===== src/rtl/enigma_pkg.sv =====
// ----------------------------------------------------------------------------
// enigma_pkg
// Shared definitions for the enigma output path:
//   - ASCII control characters used when framing cipher text for a terminal
//   - FSM state encoding of the group transmitter
//   - cnt_w(): width of a counter that must hold 0..n-1 (never narrower than 1)
// ----------------------------------------------------------------------------
package enigma_pkg;

  localparam logic [7:0] ASCII_CR = 8'h0D;
  localparam logic [7:0] ASCII_LF = 8'h0A;
  localparam logic [7:0] ASCII_SP = 8'h20;

  typedef enum logic [2:0] {
    ST_IDLE  = 3'd0,
    ST_SEND  = 3'd1,
    ST_GUARD = 3'd2,
    ST_WAITB = 3'd3,
    ST_LF    = 3'd4
  } grp_state_t;

  // A modulo-n counter needs $clog2(n) bits; n==1 still needs a 1-bit vector.
  function automatic int cnt_w(input int n);
    return (n > 1) ? $clog2(n) : 1;
  endfunction

endpackage


===== src/rtl/enigma_sync_fifo.sv =====
// ----------------------------------------------------------------------------
// enigma_sync_fifo
// Single-clock FIFO with first-word-fall-through head: the oldest entry is
// always visible on 'head' while 'empty' is low, and 'pop' simply advances.
//   clk    in   system clock
//   rset   in   synchronous active-high reset (pointers and level only)
//   push   in   write request; ignored while full
//   wdata  in   WIDTH-bit write data
//   pop    in   read-advance request; ignored while empty
//   head   out  oldest entry (valid while !empty)
//   full   out  level == 2**FIFO_AW
//   empty  out  level == 0
//   level  out  number of entries, FIFO_AW+1 bits
// Full/empty are the registered state of the current cycle, so a push while
// full is dropped even if a pop happens in the same cycle.
// ----------------------------------------------------------------------------
module enigma_sync_fifo #(
  parameter int WIDTH   = 8,
  parameter int FIFO_AW = 4
) (
  input  logic               clk,
  input  logic               rset,
  input  logic               push,
  input  logic [WIDTH-1:0]   wdata,
  input  logic               pop,
  output logic [WIDTH-1:0]   head,
  output logic               full,
  output logic               empty,
  output logic [FIFO_AW:0]   level
);

  localparam int              DEPTH    = 2 ** FIFO_AW;
  localparam logic [FIFO_AW:0] FULL_LVL = (FIFO_AW + 1)'(DEPTH);

  logic [WIDTH-1:0]   mem [DEPTH];
  logic [FIFO_AW-1:0] wptr;
  logic [FIFO_AW-1:0] rptr;
  logic [FIFO_AW:0]   cnt;
  logic               do_push;
  logic               do_pop;

  assign full    = (cnt == FULL_LVL);
  assign empty   = (cnt == '0);
  assign level   = cnt;
  assign head    = mem[rptr];
  assign do_push = push && !full;
  assign do_pop  = pop && !empty;

  always_ff @(posedge clk) begin
    if (rset) begin
      wptr <= '0;
      rptr <= '0;
      cnt  <= '0;
    end else begin
      if (do_push) wptr <= wptr + 1'b1;
      if (do_pop)  rptr <= rptr + 1'b1;
      case ({do_push, do_pop})
        2'b10:   cnt <= cnt + 1'b1;
        2'b01:   cnt <= cnt - 1'b1;
        default: cnt <= cnt;
      endcase
    end
  end

  // Storage carries data only; the pointers define what is valid.
  always_ff @(posedge clk) begin
    if (do_push) mem[wptr] <= wdata;
  end

endmodule


===== src/rtl/enigma_group_tx.sv =====
// ----------------------------------------------------------------------------
// enigma_group_tx
// Consumer end of the enigma output strobe. Buffers cipher characters and
// hands them one at a time to a busy-flagged byte transmitter, framed as
// classic 5-letter groups: "ABCDE FGHIJ ...", CR LF after GROUPS_PER_LINE
// groups.
//   clk          in   system clock
//   rset         in   synchronous active-high reset
//   in_char      in   8-bit cipher character
//   in_char_rdy  in   1-cycle write strobe for in_char
//   flush        in   1-cycle request to terminate the current line
//   tx_busy      in   transmitter busy
//   tx_data      out  byte for the transmitter, held between starts
//   tx_start     out  1-cycle start pulse to the transmitter
//   fifo_level   out  characters currently buffered
//   overflow     out  sticky: a character was dropped because the FIFO was full
//   idle         out  FIFO empty, FSM idle and no flush pending
// ----------------------------------------------------------------------------
module enigma_group_tx
  import enigma_pkg::*;
#(
  parameter int         FIFO_AW         = 4,
  parameter int         GROUP_LEN       = 5,
  parameter int         GROUPS_PER_LINE = 5,
  parameter logic [7:0] SEP_CHAR        = 8'h20
) (
  input  logic               clk,
  input  logic               rset,
  input  logic [7:0]         in_char,
  input  logic               in_char_rdy,
  input  logic               flush,
  input  logic               tx_busy,
  output logic [7:0]         tx_data,
  output logic               tx_start,
  output logic [FIFO_AW:0]   fifo_level,
  output logic               overflow,
  output logic               idle
);

  localparam int CCW = cnt_w(GROUP_LEN);
  localparam int GCW = cnt_w(GROUPS_PER_LINE);
  localparam logic [CCW-1:0] CC_LAST = CCW'(GROUP_LEN - 1);
  localparam logic [GCW-1:0] GC_LAST = GCW'(GROUPS_PER_LINE - 1);

  grp_state_t     state;
  logic [CCW-1:0] ccnt;
  logic [GCW-1:0] gcnt;
  logic           sep_due;
  logic           flush_pend;
  logic           last_cr;

  logic [7:0]     fifo_head;
  logic           fifo_full;
  logic           fifo_empty;
  logic           fifo_pop;

  logic           can_issue;
  logic           sep_go;
  logic           data_go;
  logic           flush_go;
  logic           flush_nop;
  logic           partial;

  enigma_sync_fifo #(
    .WIDTH   (8),
    .FIFO_AW (FIFO_AW)
  ) u_fifo (
    .clk   (clk),
    .rset  (rset),
    .push  (in_char_rdy),
    .wdata (in_char),
    .pop   (fifo_pop),
    .head  (fifo_head),
    .full  (fifo_full),
    .empty (fifo_empty),
    .level (fifo_level)
  );

  // A line is "open" when anything has been sent since the last CR LF,
  // including a completed group whose separator is still owed.
  assign partial   = (ccnt != '0) || (gcnt != '0) || sep_due;
  assign can_issue = (state == ST_IDLE) && !tx_busy;

  // The separator is owed after a full group but only goes out once the next
  // data character is already buffered, so a line never ends in a space.
  assign sep_go    = can_issue && sep_due && !fifo_empty;
  assign data_go   = can_issue && !sep_due && !fifo_empty;
  assign flush_go  = can_issue && flush_pend && fifo_empty && partial;
  assign flush_nop = (state == ST_IDLE) && flush_pend && fifo_empty && !partial;
  assign fifo_pop  = data_go;

  assign idle = fifo_empty && (state == ST_IDLE) && !flush_pend;

  always_ff @(posedge clk) begin
    if (rset) begin
      state      <= ST_IDLE;
      tx_start   <= 1'b0;
      tx_data    <= 8'h00;
      ccnt       <= '0;
      gcnt       <= '0;
      sep_due    <= 1'b0;
      flush_pend <= 1'b0;
      last_cr    <= 1'b0;
      overflow   <= 1'b0;
    end else begin
      tx_start <= 1'b0;

      // Full is sampled before this cycle's pop: a write into a full FIFO is lost.
      if (in_char_rdy && fifo_full) overflow <= 1'b1;

      case (state)
        ST_IDLE: begin
          if (sep_go) begin
            tx_start <= 1'b1;
            state    <= ST_SEND;
            sep_due  <= 1'b0;
            if (gcnt == GC_LAST) begin
              tx_data <= ASCII_CR;
              gcnt    <= '0;
              last_cr <= 1'b1;
            end else begin
              tx_data <= SEP_CHAR;
              gcnt    <= gcnt + 1'b1;
              last_cr <= 1'b0;
            end
          end else if (data_go) begin
            tx_start <= 1'b1;
            tx_data  <= fifo_head;
            state    <= ST_SEND;
            last_cr  <= 1'b0;
            if (ccnt == CC_LAST) begin
              ccnt    <= '0;
              sep_due <= 1'b1;
            end else begin
              ccnt <= ccnt + 1'b1;
            end
          end else if (flush_go) begin
            tx_start <= 1'b1;
            tx_data  <= ASCII_CR;
            state    <= ST_SEND;
            last_cr  <= 1'b1;
            sep_due  <= 1'b0;
          end else if (flush_nop) begin
            flush_pend <= 1'b0;
          end
        end

        // tx_start is high during this state.
        ST_SEND: state <= ST_GUARD;

        // The transmitter may take a cycle to raise busy; ignore it here.
        ST_GUARD: state <= ST_WAITB;

        ST_WAITB: begin
          if (!tx_busy) state <= last_cr ? ST_LF : ST_IDLE;
        end

        // Every CR is followed by LF; the line is then closed.
        ST_LF: begin
          tx_start   <= 1'b1;
          tx_data    <= ASCII_LF;
          state      <= ST_SEND;
          last_cr    <= 1'b0;
          ccnt       <= '0;
          gcnt       <= '0;
          flush_pend <= 1'b0;
        end

        default: state <= ST_IDLE;
      endcase

      // A new flush request wins over a same-cycle clear of the old one.
      if (flush) flush_pend <= 1'b1;
    end
  end

endmodule


===== config.mk =====
export PLATFORM = sky130hd
export DESIGN_NAME = enigma_group_tx
export DESIGN_NICKNAME = d
export VERILOG_FILES = /design/src/rtl/enigma_pkg.sv /design/src/rtl/enigma_sync_fifo.sv /design/src/rtl/enigma_group_tx.sv
export SDC_FILE = /design/constraint.sdc
export NUM_CORES = 1
export LEC_CHECK = 0
export ABC_CLOCK_PERIOD_IN_PS = 3360
export CAP_MARGIN = 20
export CORE_ASPECT_RATIO = 1.25
export CORE_MARGIN = 1.5
export CORE_UTILIZATION = 39
export DETAILED_ROUTE_END_ITERATION = 12
export SLEW_MARGIN = 20
export SYNTH_ARGS = -nofsm -noshare
export SYNTH_HDL_FRONTEND = slang
export SYNTH_SLANG_ARGS = --single-unit

===== constraint.sdc =====
create_clock -name clk -period 3.36 [get_ports clk]
set_clock_uncertainty 0.05 [all_clocks]
set_input_delay 1.008 -clock clk [delete_from_list [all_inputs] [get_ports clk]]
set_output_delay 1.008 -clock clk [all_outputs]
set_load 0.05 [all_outputs]

==> run_results.csv, run 1 <==
group,metric,value,unit
cts,tritoncts,"built",
routing,wl_per_cell,18.2,µm
synth,synth_compound_area_share,5.61,%
power,power_leakage,2.65,nW
floorplanning,coreArea,0.0170,mm²
synth,ys_top_cells_by_area,"edfxtp_1 56%, dfxtp_1 11%, mux4_2 11%",
worst_setup_path,max_stage_delay,0.47,ns
synth,syn_area,0.00683,mm²
global_routing,gr-total-overflow,0,
worst_setup_path,crit_path_max_fanout,2,
power,ir_worst_vdd,0.306,mV
routing,vias,3766,
sta,final_max_slew_viol_count,0,
sta,worst_slew_pin_slew,0.860,ns
worst_setup_path,arrival,3.38,ns
synth,synth_top_area_share,56.3,%
hold_path,hold_path_end,"last_cr",
cts,post_cts_buffers,0,
placed_design,dpl.hpwl,9080,µm
routing,drt_wl_total,13200,µm
worst_setup_path,r2r_start,"u_fifo.level[0]",
worst_setup_path,criticalPathCategory,"in2reg",
placed_design,pre_cts_slack,-0.141,ns
global_routing,grt_use_total,15.7,%
floorplanning,ios,29,
cts,clk_pin_slew,0.06,ns
hold_path,min-delay-start,"last_cr",
cts,h-tree-depth,4,
power,internal_power,0.00399,W
placed_design,numPortBuffers,28,
floorplanning,start_util,40.2,%
cts,cts_hold_buffers,0,
hold_path,hold_depth,2,
global_routing,antenna_found_initial,0,
hold_path,hold_path.class,"reg2reg",
worst_setup_path,endpoint_kind,"flip-flop",
cells_and_area,postLayoutCoreUtil,47.6,%
cts,cts_root_buf,"clkbuf_16",
placed_design,gp_congestion,0.856,
placed_design,place_area,0.00753,mm²
cells_and_area,nets,513,
sta,worst_slack,0.263,ns
cells_and_area,fill_cells,1502,
outcome,outcome,"completed",
sta,setup_viol,0,
worst_setup_path,ff2ff_setup_slack,0.37,ns
synth,yosys.area_share.simple,7.15,%
cells_and_area,final_cells,721,
synth,ys_seq_area_share,67.7,%
global_routing,grt_pass1_vias,3929,
sta,timing.final.crit_share,92.2,%
cts,insertion_delay,0.42,ns
floorplanning,die_w,121,µm
routing,met2WireLength,7080,µm
worst_setup_path,cp.required,3.65,ns
synth,synthCells,429,
cts,cts_made_buffers,17,
power,combPwrFrac,24.4,%
synth,synth-main-ff-cell,"edfxtp_1",
synth,ys_types,53,
synth,synth_top_family_by_area,"multiplexers",
worst_setup_path,reg2reg_to,"u_fifo.level[4]",
synth,synth_nets,454,
synth,yosysWarnings,0,
worst_setup_path,cpMaxStageDelayCell,"or4_1",
power,p_sw,0.00167,W
routing,drt_iter0_drc,271,
routing,drc,0,
routing,wl_met1,5520,µm
cts,cts_resized,0,
placed_design,dp_cells,689,
worst_setup_path,cp_common_cell,"nor2_1",
cts,max-clock-path-buffers,2,
routing,top_layer_used,"met4",
floorplanning,rows,53,
sta,fin_crit,3.10,ns
power,p_sw_share,29.5,%
routing,postRouteAntennaNets,0,
cells_and_area,area_growth,18.4,%
sta,max_freq,0.323,GHz
cells_and_area,drive_gt1_share,22.0,%
synth,synth_commonest_cells,"128 x edfxtp_1, 39 x dfxtp_1, 33 x mux4_2",
synth,synth_most_common_cell,"edfxtp_1",
routing,met3_length,375,µm
power,power_frac_seq,43.9,%
power,power_density,699,mW/mm²
job,cap_violations,0,
sta,hold_viol_final,0,
global_routing,grt_pass1_wl,21000,µm
synth,synth_top_area_cell,"edfxtp_1",
floorplanning,die-area,0.0183,mm²
floorplanning,die_y,151,µm
worst_setup_path,r2r_cells,10,
synth,ys_async_sr_fraction,0,%
worst_setup_path,crit_chain,"clkdlybuf4s50_1 -> nor2_1 -> o211ai_4 -> nor2_1 -> xor2_1 -> ha_1 -> a211o_2 -> a31oi_1 -> nor3_1 -> or4_1 -> a21oi_1",
routing,first_pass_iters,4,
synth,synth_fa_ha_area_share,2.20,%
synth,synth_mux_area_share,13.6,%
sta,relSlewSlack,42.6,%
worst_setup_path,cp-start-kind,"input port",
cts,clock_sinks,167,
worst_setup_path,crit_path_start,"tx_busy",
synth,synth_edf_count,128,
cells_and_area,insertedDiodeCount,0,
sta,grt_setup_unrepaired,"no",
synth,synth_seq_cells,167,
power,p_clk_share,31.7,%
global_routing,grt_max_degree,30,
routing,via_per_inst,5.22,
cells_and_area,stdcell_area,0.00808,mm²
synth,syn_avg_cell_area,15.9,µm²
synth,synth_xor_area_share,1.03,%
-- layout make-up --
class                   count  area [µm²]  share of cell area [%]
clock buffers              24         472                    5.84
clock inverters             8        77.6                   0.960
inverters                  12        45.0                   0.557
multi-input cells         226        2030                    25.1
flip-flops and latches    167        4630                    57.2
well taps                 220         275                    3.41
repair buffers             64         561                    6.93
-- layer usage --
metal / track usage (%) / up-vias
met3: 3.39 / 18
met4: 6.29 / 0
met5: 0 / -
li1: - / 1791
met2: 28.1 / 69
met1: 18.1 / 1888
-- worst max-delay path by stage --
stage | end | depth (start not counted)
floorplan | u_fifo.level[4] | 11
CTS | u_fifo.level[4] | 11
global placement | u_fifo.level[4] | 11
detailed placement | u_fifo.level[4] | 11
global route | u_fifo.level[4] | 11
finish | u_fifo.level[4] | 11
-- cell usage in the layout (no fill, tap or decap), types with 3 or more instances in the layout --
master	Yosys	final
edfxtp_1	128	128
dfxtp_1	39	38
buf_4	2	36
mux4_2	33	33
nor2_1	31	31
clkdlybuf4s50_1	0	27
nand2_1	19	19
a21oi_1	19	19
clkbuf_16	0	17
mux2i_1	13	13
ha_1	12	12
inv_1	11	11
nor3_1	11	11
nand3_1	11	11
xor2_1	6	6
o211ai_1	6	6
mux2_2	5	5
nand4_1	5	5
a31oi_1	5	5
clkbuf_1	10	5
o21ai_0	4	4
clkinvlp_4	0	4
nand2b_1	3	3
-- worst max-delay path, delay by kind of cell --
family | cells | cell delay (ns)
simple gates | 4 | 0.93
fa+ha+maj | 1 | 0.21
compound gates | 4 | 0.71
buf+inv | 1 | 0.43
xor+xnor | 1 | 0.10
-- cells by family after synthesis --
logic type,count (synthesis)
flops,167
buf+inv,36
compound gates,56
fa+ha+maj,12
mux,51
simple gates,99
xor+xnor,8
-- state kept, by name, summed over array words and instances (netlist names), named ones only --
register and count:
u_fifo.mem 128, tx_data 8, u_fifo.level 5, u_fifo.rptr 4, u_fifo.wptr 4, ccnt 3
gcnt 3, state 3, flush_pend 1, last_cr 1, overflow 1, sep_due 1
tx_start 1
-- metrics by stage --
step | hold slack (ns) | TNS, ns | power (W)
final | 0.422 | 0 | 0.00565
after global routing | 0.450 | 0 | 0.00592
after CTS | 0.425 | 0 | 0.00571
after detailed placement | 0.416 | -0.141 | 0.00392
after global placement | 0.400 | -0.0985 | 0.00388
after floorplan | 0.393 | 0 | 0.00349
-- power by group through the flow --
stage / sequential, W / clock (W) / combinational (W)
2_1_floorplan: 0.00265 / 0 / 0.000837
3_3_place_gp: 0.00252 / 0 / 0.00136
3_5_place_dp: 0.00253 / 0 / 0.00139
4_1_cts: 0.00248 / 0.00184 / 0.00139
5_1_grt: 0.00250 / 0.00192 / 0.00149
6_report: 0.00248 / 0.00179 / 0.00138
(Power assumes the default switching activity.)
==> run 2: changes to the inputs <==
--- a/config.mk
+++ b/config.mk
@@ -5,7 +5,7 @@
 export SDC_FILE = /design/constraint.sdc
 export NUM_CORES = 1
 export LEC_CHECK = 0
-export ABC_CLOCK_PERIOD_IN_PS = 3360
+export ABC_CLOCK_PERIOD_IN_PS = 3200
 export CAP_MARGIN = 20
 export CORE_ASPECT_RATIO = 1.25
 export CORE_MARGIN = 1.5
==> constraint.sdc (replaced) <==
create_clock -name clk -period 3.2 [get_ports clk]
set_clock_uncertainty 0.05 [all_clocks]
set_input_delay 0.96 -clock clk [delete_from_list [all_inputs] [get_ports clk]]
set_output_delay 0.96 -clock clk [all_outputs]
set_load 0.05 [all_outputs]
==> run 2 against run 1 <==
Compared with the run above:
- via count up 0.19%
- critical path depth unchanged
- sequential power up 4%
- register-to-register slack worse by 0.15 ns
- global-route usage down 0.15 points
- first-iteration DRC count down 0.74%
- worst hold slack about the same
- wire length down 0.90%
- clock power up 8%
- sequential share of layout area about the same
- combinational power up 5%
- utilization about the same
- critical path type unchanged
- largest power group unchanged
- highest routed layer unchanged
==> run_results.csv, run 2 (same netlist as run 1, synthesis figures left out) <==
group,metric,value,unit
cells_and_area,fill_cells,1522,
worst_setup_path,cp-start-kind,"input port",
global_routing,antenna_found_initial,0,
cts,max-clock-path-buffers,2,
placed_design,pre_cts_slack,-0.203,ns
cells_and_area,area_growth,18.4,%
sta,timing.setup.tns,0,ns
floorplanning,die_w,121,µm
sta,worst_slew_pin_slew,0.947,ns
job,cap_violations,0,
sta,worst_slack,0.199,ns
global_routing,grt_use_total,15.5,%
global_routing,grt_pass1_vias,3934,
global_routing,grt_max_degree,33,
global_routing,grt_pass1_wl,21100,µm
floorplanning,coreArea,0.0170,mm²
sta,timing.final.crit_share,93.8,%
hold_path,hold_path.class,"reg2reg",
routing,drc,0,
sta,setup_viol,0,
cts,tritoncts,"built",
worst_setup_path,crit_path_max_fanout,2,
placed_design,dp_cells,688,
sta,hold_viol_final,0,
worst_setup_path,criticalPathCategory,"in2reg",
routing,first_pass_iters,6,
cells_and_area,stdcell_area,0.00809,mm²
floorplanning,die_y,151,µm
cells_and_area,drive_gt1_share,22.9,%
routing,vias,3773,
cts,cts_resized,0,
placed_design,gp_congestion,0.864,
floorplanning,ios,29,
cts,cts_made_buffers,17,
placed_design,dpl.hpwl,8790,µm
sta,grt_setup_unrepaired,"no",
routing,drt_iter0_drc,269,
cts,clk_pin_slew,0.06,ns
worst_setup_path,cp.required,3.50,ns
placed_design,place_area,0.00753,mm²
cells_and_area,insertedDiodeCount,0,
cts,post_cts_buffers,0,
worst_setup_path,endpoint_kind,"flip-flop",
placed_design,numPortBuffers,28,
routing,via_per_inst,5.25,
sta,max_freq,0.333,GHz
cts,clock_sinks,167,
cells_and_area,final_common_cell,"edfxtp_1",
cells_and_area,top_register,"u_fifo.mem",
routing,wl_per_cell,18.2,µm
cts,cts_hold_buffers,0,
cts,insertion_delay,0.41,ns
cts,h-tree-depth,4,
sta,whs,0.421,ns
power,ir_worst_vdd,0.406,mV
routing,postRouteAntennaNets,0,
power,power_density,738,mW/mm²
routing,drt_wl_total,13000,µm
cells_and_area,final_cells,718,
power,power_leakage,2.65,nW
cells_and_area,nets,512,
global_routing,gr-total-overflow,0,
cells_and_area,layout_common_cells,"128 x edfxtp_1, 36 x dfxtp_1, 35 x buf_4, 33 x mux4_2, 31 x nor2_1",
floorplanning,rows,53,
floorplanning,start_util,40.2,%
cts,cts_root_buf,"clkbuf_16",
cells_and_area,largest_register_ffs,128,
floorplanning,die-area,0.0183,mm²
outcome,outcome,"completed",
worst_setup_path,arrival,3.30,ns
sta,fin_crit,3.00,ns
sta,relSlewSlack,36.8,%
sta,final_max_slew_viol_count,0,
==> run 2: cell count changes in the layout (fill, tap and decap cells not counted), sizes merged <==
cell	delta
buf	-1
bufinv	+1
clkinvlp	+2
clkbuf	-6
inv	+1
==> run 2: power by group <==
group / total (W) / internal (W) / switching (W)
clock network: 0.00193 / 0.00114 / 0.000798
logic: 0.00145 / 0.000594 / 0.000855
registers: 0.00259 / 0.00247 / 0.000117
total: 0.00597 / 0.00420 / 0.00177
==> run 2: per-layer routing <==
metal | vias to the layer above | track usage, % | routed length, µm
met5 | - | 0 | 0
met4 | 0 | 5.65 | 207
li1 | 1785 | - | -
met2 | 64 | 27.4 | 6960
met1 | 1907 | 17.8 | 5370
met3 | 17 | 4.48 | 498
==> run 2: final cells by class <==
type	instances	area [µm²]	share of cell area (%)
Sequential cell	167	4630	57.2
Multi-Input combinational cell	226	2030	25.1
Timing Repair Buffer	63	553	6.84
Clock buffer	18	429	5.31
Tap cell	220	275	3.40
Clock inverter	12	130	1.61
Inverter	12	45.0	0.557
==> run 2: through the flow <==
| stage | power, W | util, % |
|---|---|---|
| 3_3_place_gp | 0.00405 | 44.3 |
| 5_1_grt | 0.00627 | 47.6 |
| 3_5_place_dp | 0.00409 | 44.3 |
| 2_1_floorplan | 0.00366 | - |
| 4_1_cts | 0.00604 | 47.6 |
| 6_report | 0.00597 | 47.6 |
==> run 2: critical path, stage by stage <==
cell and delay [ns]:
clkdlybuf4s50_1 0.42, nor2_1 0.19, o211ai_4 0.10, nor2_1 0.18, xor2_1 0.09, ha_1 0.20, a211o_2 0.31, a31oi_1 0.17
nor3_1 0.07, or4_1 0.46, a21oi_1 0.14
==> run 2: path summary, 6_finish.rpt <==
check | startpoint | endpoint | slack (ns) | cells past startpoint
setup reg to reg | u_fifo.level[0] | u_fifo.level[4] | 0.22 | 10
hold / removal | last_cr | last_cr | 0.42 | 2
hold reg to reg | last_cr | last_cr | 0.42 | 2
setup / recovery | tx_busy | u_fifo.level[4] | 0.20 | 11
==> run 3: changes to the inputs <==
--- a/config.mk
+++ b/config.mk
@@ -11,6 +11,7 @@
 export CORE_MARGIN = 1.5
 export CORE_UTILIZATION = 39
 export DETAILED_ROUTE_END_ITERATION = 12
+export DONT_BUFFER_PORTS = 1
 export SLEW_MARGIN = 20
 export SYNTH_ARGS = -nofsm -noshare
 export SYNTH_HDL_FRONTEND = slang
==> run 3 against run 2 <==
Compared with the run above:
- cell count fell by 3.9%
- utilization fell by 1.5 points
- highest routed layer unchanged
- first-iteration DRC count rose by 3.3%
- register-to-register slack improved by 0.03 ns
- global-route usage rose by 0.38 points
- maximum frequency rose by 1.8%
- sequential cell count did not move
- power fell by 1.5%
==> run_results.csv, run 3 (same netlist as run 1, synthesis figures left out) <==
group,metric,value,unit
global_routing,grt_max_degree,41,
sta,fin_crit,2.95,ns
sta,grt_setup_unrepaired,"no",
cells_and_area,drive_gt1_share,24.5,%
placed_design,dp_cells,658,
routing,via_per_inst,5.37,
cells_and_area,final_common_cell,"edfxtp_1",
job,cap_violations,0,
cells_and_area,top_register,"u_fifo.mem",
cells_and_area,largest_register_ffs,128,
routing,drt_wl_total,13200,µm
worst_setup_path,endpoint_kind,"flip-flop",
cts,cts_root_buf,"clkbuf_16",
sta,timing.setup.tns,0,ns
power,ir_worst_vdd,0.380,mV
sta,worst_slack,0.251,ns
placed_design,dpl.hpwl,9000,µm
placed_design,pre_cts_slack,0.208,ns
cells_and_area,stdcell_area,0.00783,mm²
power,design_power_total,0.00588,W
worst_setup_path,critical-path-top-delay-family,"simple AND/OR/NAND/NOR gates",
cts,clock_sinks,167,
sta,hold_viol_final,0,
worst_setup_path,arrival,3.24,ns
floorplanning,coreArea,0.0170,mm²
sta,final_max_slew_viol_count,0,
worst_setup_path,ff2ff_setup_slack,0.25,ns
floorplanning,ios,29,
power,power_leakage,2.58,nW
floorplanning,die_w,121,µm
cells_and_area,multi_input_area,0.00203,mm²
cts,h-tree-depth,4,
cts,cts_made_buffers,17,
routing,first_pass_iters,6,
worst_setup_path,cp_num_buf_inv,2,
worst_setup_path,cpMaxStageDelayCell,"or4_4",
power,power_density,752,mW/mm²
hold_path,hold_path.class,"reg2reg",
cells_and_area,layout_common_cells,"128 x edfxtp_1, 36 x dfxtp_1, 33 x mux4_2, 32 x buf_4, 31 x nor2_1",
worst_setup_path,max_stage_delay,0.58,ns
routing,postRouteAntennaNets,0,
sta,setup_viol,0,
routing,wl_per_cell,19.1,µm
worst_setup_path,crit_chain,"or4_4 -> o211ai_4 -> buf_4 -> inv_2 -> ha_1 -> a211o_2 -> a31oi_1 -> nor3_1 -> or4_1 -> a21oi_1",
sta,worst_slew_pin_slew,0.828,ns
floorplanning,die_y,151,µm
sta,relSlewSlack,44.4,%
cts,clk_pin_slew,0.07,ns
global_routing,gr-total-overflow,0,
worst_setup_path,crit_path_max_fanout,11,
worst_setup_path,cp-start-kind,"flip-flop",
cells_and_area,area_growth,14.6,%
global_routing,grt_pass1_wl,21600,µm
placed_design,place_area,0.00724,mm²
floorplanning,start_util,40.2,%
global_routing,grt_pass1_vias,3861,
cells_and_area,seqCellArea,0.00463,mm²
floorplanning,die-area,0.0183,mm²
sta,timing.final.crit_share,92.2,%
global_routing,antenna_found_initial,0,
sta,max_freq,0.339,GHz
cells_and_area,insertedDiodeCount,0,
placed_design,gp_congestion,0.789,
global_routing,grt_use_total,15.9,%
routing,vias,3708,
cts,max-clock-path-buffers,2,
cts,tritoncts,"built",
cts,insertion_delay,0.42,ns
outcome,outcome,"completed",
floorplanning,rows,53,
cells_and_area,final_cells,690,
cells_and_area,fill_cells,1504,
worst_setup_path,criticalPathCategory,"reg2reg",
routing,drt_iter0_drc,278,
placed_design,numPortBuffers,0,
worst_setup_path,cp.required,3.49,ns
cells_and_area,nets,482,
routing,drc,0,
cts,post_cts_buffers,0,
run 3: cell types whose count changed in the layout (fill, tap and decap cells not counted), moves of 2 or more:
cell / delta
buf_4: -3
bufinv_16: -2
clkinvlp_4: -5
clkbuf_8: +2
clkdlybuf4s50_1: -27
clkbuf_16: +2
inv_4: +3
run 3: final timing paths:
kind / startpoint / endpoint / cells past startpoint
setup / recovery: u_fifo.level[0] / u_fifo.level[4] / 10
hold / removal: last_cr / last_cr / 2
setup reg to reg: u_fifo.level[0] / u_fifo.level[4] / 10
hold reg to reg: last_cr / last_cr / 2
run 3: routing by layer:
metal | global-route usage, % | up-vias | share of wire [%]
met4 | 5.12 | 0 | 0.32
met1 | 19.3 | 1885 | 42
met2 | 28.0 | 85 | 54
li1 | - | 1734 | -
met5 | 0 | - | 0
met3 | 3.69 | 4 | 3.7
run 3: worst min-delay path, cell delays in order (launching register included):
cell	delay (ns)
dfxtp_1	0.31
nand3_1	0.06
a21oi_1	0.06
run 3: cell type report:
cell class	instances	share of cell area (%)
clock buffers	21	6.43
clock inverters	11	1.02
inverters	12	0.576
multi-input cells	226	26.0
flip-flops and latches	167	59.1
well taps	220	3.52
repair buffers	33	3.33
run 3: timing repair:
action | CTS | global route
hold buffers | 0 | 0
resized for setup | 0 | 1
setup endpoints to repair | 0 | 1
run 3: power by group:
| part | internal (W) | total [W] | switching (W) |
|---|---|---|---|
| clock network | 0.00114 | 0.00197 | 0.000833 |
| registers | 0.00247 | 0.00270 | 0.000233 |
| logic | 0.000509 | 0.00121 | 0.000699 |
run 3: per-stage QoR:
stage | utilization [%] | hold slack, ns
5_1_grt | 46.1 | 0.438
6_report | 46.1 | 0.414
4_1_cts | 46.1 | 0.417
3_5_place_dp | 42.6 | 0.408
3_3_place_gp | 42.6 | 0.396
2_1_floorplan | - | 0.393
